===== config.mk =====
export PLATFORM = sky130hd
export DESIGN_NAME = regfile_ctrl
export DESIGN_NICKNAME = d
export VERILOG_FILES = /design/src/rtl/regfile_ctrl_pkg.sv /design/src/rtl/regfile_ctrl.sv
export SDC_FILE = /design/constraint.sdc
export NUM_CORES = 1
export LEC_CHECK = 0
export CAP_MARGIN = 40
export CORE_ASPECT_RATIO = 1.1
export CORE_UTILIZATION = 40
export DETAILED_ROUTE_END_ITERATION = 16
export GPL_TIMING_DRIVEN = 1
export PLACE_DENSITY = 0.66
export SLEW_MARGIN = 30
export SYNTH_ARGS = -nofsm -noshare
export SYNTH_HDL_FRONTEND = slang
export SYNTH_SLANG_ARGS = --single-unit

===== constraint.sdc =====
create_clock -name clk -period 7.85 [get_ports clk]
set_clock_uncertainty 0.05 [all_clocks]
set_input_delay 2.355 -clock clk [delete_from_list [all_inputs] [get_ports clk]]
set_output_delay 2.355 -clock clk [all_outputs]
set_load 0.01 [all_outputs]

===== src/rtl/regfile_ctrl_pkg.sv =====
// Shared types and default sizes for the register-file command sequencer.
package regfile_ctrl_pkg;

  localparam int unsigned N_DEF = 4;
  localparam int unsigned W_DEF = 8;

  typedef enum logic [2:0] {
    OP_WRITE = 3'd0,
    OP_FILL  = 3'd1,
    OP_COPY  = 3'd2,
    OP_SWAP  = 3'd3,
    OP_SUM   = 3'd4
  } op_e;

  typedef enum logic [2:0] {
    S_IDLE  = 3'd0,
    S_WR    = 3'd1,
    S_FILL  = 3'd2,
    S_SWAP1 = 3'd3,
    S_SWAP2 = 3'd4,
    S_SUM   = 3'd5,
    S_DONE  = 3'd6
  } state_e;

endpackage


===== src/rtl/regfile_ctrl.sv =====
// Command sequencer owning the register-file write port and both read ports.
module regfile_ctrl
  import regfile_ctrl_pkg::*;
#(
  parameter int unsigned N = N_DEF,
  parameter int unsigned W = W_DEF
) (
  input  logic           clk,
  input  logic           rst,
  input  logic           cmd_valid,
  output logic           cmd_ready,
  input  logic [2:0]     cmd_op,
  input  logic [N-1:0]   cmd_a,
  input  logic [N-1:0]   cmd_b,
  input  logic [W-1:0]   cmd_data,
  input  logic [W-1:0]   rand_in,
  output logic           rf_we,
  output logic [N-1:0]   rf_addr_rd,
  output logic [N-1:0]   rf_addr_rs1,
  output logic [N-1:0]   rf_addr_rs2,
  output logic [W-1:0]   rf_data_in,
  input  logic [W-1:0]   rf_rs1,
  input  logic [W-1:0]   rf_rs2,
  output logic           busy,
  output logic           done,
  output logic           err,
  output logic [W+N-1:0] result
);

  state_e           state, state_n;
  logic [2:0]       op_q, op_n;
  logic [N-1:0]     a_q, a_n, b_q, b_n, idx, idx_n;
  logic [W-1:0]     data_q, data_n, tmp, tmp_n;
  logic [W+N-1:0]   acc, acc_n, result_n;
  logic             err_n, we_n;
  logic [N-1:0]     rd_n, rs1_n, rs2_n;

  // Next state plus next values of every registered output.
  always_comb begin
    state_n  = state;
    op_n     = op_q;
    a_n      = a_q;
    b_n      = b_q;
    data_n   = data_q;
    idx_n    = idx;
    tmp_n    = tmp;
    acc_n    = acc;
    result_n = result;
    err_n    = 1'b0;
    we_n     = 1'b0;
    rd_n     = '0;
    rs1_n    = '0;
    rs2_n    = '0;

    case (state)
      S_IDLE: begin
        if (cmd_valid) begin
          op_n   = cmd_op;
          a_n    = cmd_a;
          b_n    = cmd_b;
          data_n = cmd_data;
          idx_n  = '0;
          acc_n  = '0;
          case (cmd_op)
            OP_WRITE, OP_COPY: state_n = S_WR;
            OP_FILL:           state_n = S_FILL;
            OP_SWAP:           state_n = S_SWAP1;
            OP_SUM:            state_n = S_SUM;
            default: begin
              state_n = S_DONE;
              err_n   = 1'b1;
            end
          endcase
        end
      end
      S_WR, S_SWAP2: state_n = S_DONE;
      S_SWAP1: begin
        tmp_n   = rf_rs1;
        state_n = S_SWAP2;
      end
      S_FILL: begin
        idx_n = idx + N'(1);
        if (idx == '1) state_n = S_DONE;
      end
      S_SUM: begin
        acc_n = acc + (W+N)'(rf_rs1);
        idx_n = idx + N'(1);
        if (idx == '1) begin
          state_n  = S_DONE;
          result_n = acc_n;
        end
      end
      S_DONE:  state_n = S_IDLE;
      default: state_n = S_IDLE;
    endcase

    // Port drive for the cycle about to start, keyed on the state being entered.
    case (state_n)
      S_WR: begin
        we_n = 1'b1;
        if (op_n == OP_COPY) begin
          rs1_n = a_n;
          rd_n  = b_n;
        end else begin
          rd_n = a_n;
        end
      end
      S_FILL: begin
        we_n = 1'b1;
        rd_n = idx_n;
      end
      S_SWAP1: begin
        we_n  = 1'b1;
        rs1_n = a_n;
        rs2_n = b_n;
        rd_n  = a_n;
      end
      S_SWAP2: begin
        we_n = 1'b1;
        rd_n = b_n;
      end
      S_SUM:   rs1_n = idx_n;
      default: ;
    endcase
  end

  // Write data follows read data and rand_in within the same cycle, so it stays combinational.
  always_comb begin
    rf_data_in = '0;
    case (state)
      S_WR:    rf_data_in = (op_q == OP_COPY) ? rf_rs1 : data_q;
      S_FILL:  rf_data_in = rand_in;
      S_SWAP1: rf_data_in = rf_rs2;
      S_SWAP2: rf_data_in = tmp;
      default: ;
    endcase
  end

  always_ff @(posedge clk or posedge rst) begin
    if (rst) begin
      state       <= S_IDLE;
      op_q        <= '0;
      a_q         <= '0;
      b_q         <= '0;
      data_q      <= '0;
      idx         <= '0;
      tmp         <= '0;
      acc         <= '0;
      result      <= '0;
      err         <= 1'b0;
      done        <= 1'b0;
      busy        <= 1'b0;
      cmd_ready   <= 1'b1;
      rf_we       <= 1'b0;
      rf_addr_rd  <= '0;
      rf_addr_rs1 <= '0;
      rf_addr_rs2 <= '0;
    end else begin
      state       <= state_n;
      op_q        <= op_n;
      a_q         <= a_n;
      b_q         <= b_n;
      data_q      <= data_n;
      idx         <= idx_n;
      tmp         <= tmp_n;
      acc         <= acc_n;
      result      <= result_n;
      err         <= err_n;
      done        <= (state_n == S_DONE);
      busy        <= (state_n != S_IDLE);
      cmd_ready   <= (state_n == S_IDLE);
      rf_we       <= we_n;
      rf_addr_rd  <= rd_n;
      rf_addr_rs1 <= rs1_n;
      rf_addr_rs2 <= rs2_n;
    end
  end

endmodule


==> results.md <==
- The run finished with clean final reports.
- TritonCTS created 9 clock buffers.
- The part of the cycle the worst path needs is 79.2%.
- After routing, the total negative slack on setup checks comes to 0 ns.
- The end point of the most critical hold path is data_q[6].
- For this run, the number of Yosys warnings is 0.
- Across all register-to-register paths, the minimum setup slack is 5.38 ns.
- The max-slew violation count was 0.
- The number of global-route vias before repair is 3136.
- In the routed layout, each cell is associated on average with a via count of 5.37.
- The startpoint of the worst hold path is data_q[6].
- For this run, the detailed router's first-pass iteration total came to 5.
- The detailed-route wire length per cell is 16.3 um.
- 0 antenna diodes ended up in the layout.
- The via count of the routed design is 3040.
- The signal on the critical path passes through clkdlybuf4s50_1 > mux2i_1 > o221ai_1 > clkdlybuf4s50_1.
- The synthesized area divided by synthesized cell count is 10.4 um2.
- The power density over the cells is 341 mW/mm2.
- The cell type contributing the most total cell area after synthesis is sky130_fd_sc_hd__dfrtp_1.
- The biggest cell delay along the critical path is 0.59 ns.
- After floorplanning, the core was sized to cover 0.00905 mm2.
- Timing would allow up to 161 MHz.
- Of all nets on the critical path, the largest fanout is 4.
- The deepest level of the CTS H-tree is 3.
- The clock latency reported for the late side of the worst-skew pair is 0.35 ns.
- The floorplan has 36 rows.
- For this configuration, the core starts out at a cell density of 41.9%.
- Setup repair after global routing left no endpoint under its margin.
- The post-route netlist has 12.6% of its cells at a drive strength greater than 1.
- TritonCTS built the clock tree.
- The synthesized netlist contains 56 unique library cells.
- From synthesis to final layout, the design area changed by 31.5%.
- The total area of sequential cells is 0.00188 mm2.
- The cell type with the highest occurrence count on the critical path is sky130_fd_sc_hd__clkdlybuf4s50_1.
- The quantity of gates resized following cts is 0.
- The normalized max-slew margin is 47.3%.
- The cell area that synthesis handed to floorplanning was 0.00380 mm2.
- The total of fill cells in the finished design is 804.
- The number of setup buffers added after CTS is 0.
- Hold is met by 0.428 ns.
- Once placement finished, the instance area stood at 0.00471 mm2.
- Among all stages on the critical path, the largest delay is contributed by sky130_fd_sc_hd__clkdlybuf4s50_1.
- In this run the count of I/O pins placed on the die edge is 83.
- The critical path is of the input pin to primary output type.
- STA classifies the critical path endpoint as a primary output.
- In this run the biggest area consumer among cell types represents 48.8% of the synthesized area.
- The die boundary width is 94.9 um.
- After synthesis, the cell types taking the most area are sky130_fd_sc_hd__dfrtp_1 49%, sky130_fd_sc_hd__nand2_1 6.1%, sky130_fd_sc_hd__mux2i_1 5.8%.
- The largest delay contributor family on the critical path is buffers and inverters.
- The core utilization of the finished layout is 55.2%.
- The worst register-to-register path ends at rf_addr_rd[3].
- The longest clock path from root to sink contains 2 buffers.
- The maximum number of pins on one net before global-route repair is 39.
- The violation count after the first detailed-routing iteration is 154.
- The time the final worst path needs with I/O delays and setup is 6.21 ns.
- The worst supply voltage drop on vdd is 157 uV.
- For the worst setup path, the data required time is 5.45 ns.
- For the worst setup path, the data arrival time is 3.81 ns.
- The total count of hold-check failures in the final report is 0.
- The dominant synthesized flop cell is sky130_fd_sc_hd__dfrtp_1.
- The placed wire-length estimate is 6510 um.
- In this run the clock root is driven by a sky130_fd_sc_hd__clkbuf_8.
- The first global-routing pass estimated 15100 um of wire.
- The share of the Yosys chip area taken by registers is 49.5%.
- Together, buffers and inverters on the worst path number 2.
- The post-synthesis net count is 421.
- The number of cells on the worst hold path is 2.
- The clock-pin slew of the registers on the worst-case setup and hold paths is 0.08 ns.
- In this run the static leakage power is 0.00220 uW.
- Max-cap violations in this run came to 0.
- For this run, the post-layout net count is 503.
- The area of the die is 0.00989 mm2.
- The global-route total usage across every layer is 19.7%.
- The finished cells cover 0.00499 mm2.
- The area occupied by multi-input gates is 0.00177 mm2.
- Yosys mapped a number of flops with a built-in enable equal to 0.
- The worst-case reg-to-reg path depth is 6.
- The final RePlAce weighted congestion is 0.815.
- The type of the worst min-delay path is flip-flop to flip-flop.
- The die is 104 um tall.
- The total power after layout is 1700 uW.
- The number of cells produced by synthesis is 365.
- Buffers inserted to repair hold after CTS numbered 0.
- The worst-margin pin slew is 0.791 ns.
- The number of I/O port buffers is 82.
- The initial antenna violation count came to 0.
- Setup violations remaining at the end of the flow were counted as 0.
- STA classifies the critical path startpoint as an input pin.
- The reg-to-reg critical path startpoint is state[0].
- Of all flip-flops after synthesis, the portion carrying an async set or reset was 100%.
- The number of clock sinks is 75.
- The total wire length is 9230 um.
- In this run the remaining antenna-violating nets after routing total 0.
- Synthesis inferred 75 register bits.
- The overflow left after global routing is 0.
- The number of remaining DRC errors is 0.
worst max-delay path by stage:
stage,from,endpoint,slack (ns),cells past startpoint
2_1_floorplan,rf_rs2[0],rf_data_in[0],2.78,2
3_3_place_gp,rf_rs1[1],rf_data_in[1],1.63,4
3_5_place_dp,rf_rs1[1],rf_data_in[1],1.64,4
4_1_cts,rf_rs1[1],rf_data_in[1],1.64,4
5_1_grt,rf_rs1[1],rf_data_in[1],1.55,4
6_report,rf_rs1[1],rf_data_in[1],1.64,4
area by class of cell:
type                       instances  share of cell area (%)
timing repair buffer              88                    17.8
tap                              114                    2.86
clock inverter                     7                    2.51
multi-input combinational        257                    35.5
clock buffer                       9                    2.48
sequential                        75                    37.6
inverter                          16                    1.20
cell families after synthesis:
logic type | synth area share, %
buffers and inverters | 3.95
adders and majority gates | 3.49
muxes | 10.8
DFF | 49.5
xor gates and xnor gates | 2.77
and+or+nand+nor | 16.3
AOI/OAI and AO/OA | 13.2
cells in the mapped netlist (all sizes together), types with 8 or more instances:
library cell  count
o21ai            14
o221ai           12
inv              16
mux2             17
clkbuf            8
ha                9
buf               9
mux2i            22
xnor2             9
a22o              8
nor2             17
nand2            63
dfrtp            74
nand3            16
a21oi            18
tightest hold or removal path, delay by kind of cell, from the launching register on:
family	cells	cell delay, ns
and+or+nand+nor	2	0.10
DFF	1	0.35
placed cells by master (no fill, tap or decap), drive strengths merged, types with 5 or more instances in the layout:
cell type      instances
ha                     9
dfrtp                 74
mux2i                 22
nor2                  17
a21oi                 18
a22o                   8
o21ai                 14
nand4                  5
a31oi                  5
nand3                 16
mux2                  17
buf                    6
nand2                 63
xnor2                  9
clkdlybuf4s50         82
nor3                   5
clkbuf                 9
o221ai                12
inv                   17
state kept, by name (all words and copies together), names as in the netlist, 3 cells and up:
name         count
a_q              4
acc             12
b_q              4
data_q           8
idx              4
op_q             3
result          12
rf_addr_rd       4
rf_addr_rs1      4
rf_addr_rs2      4
state            3
tmp              8
where the power goes:
group / total [uW] / internal, uW / switching, uW
registers: 605 / 512 / 93.0
logic: 734 / 330 / 404
clock network: 363 / 214 / 150
total: 1700 / 1060 / 646
per-layer routing:
| layer | wire, um | track usage, % |
|---|---|---|
| met1 | 4130 | 25.9 |
| met2 | 4450 | 32.5 |
| met3 | 510 | 3.44 |
| met4 | 138 | 6.71 |
| met5 | 0 | 0 |
through the flow:
step                      setup WS (ns)  instances
final                              1.64        566
after global routing               1.55        566
after CTS                          1.64        564
after detailed placement           1.64        548
after global placement             1.63        546
after floorplan                    2.78        365
Power figures use the tool's default switching activity.
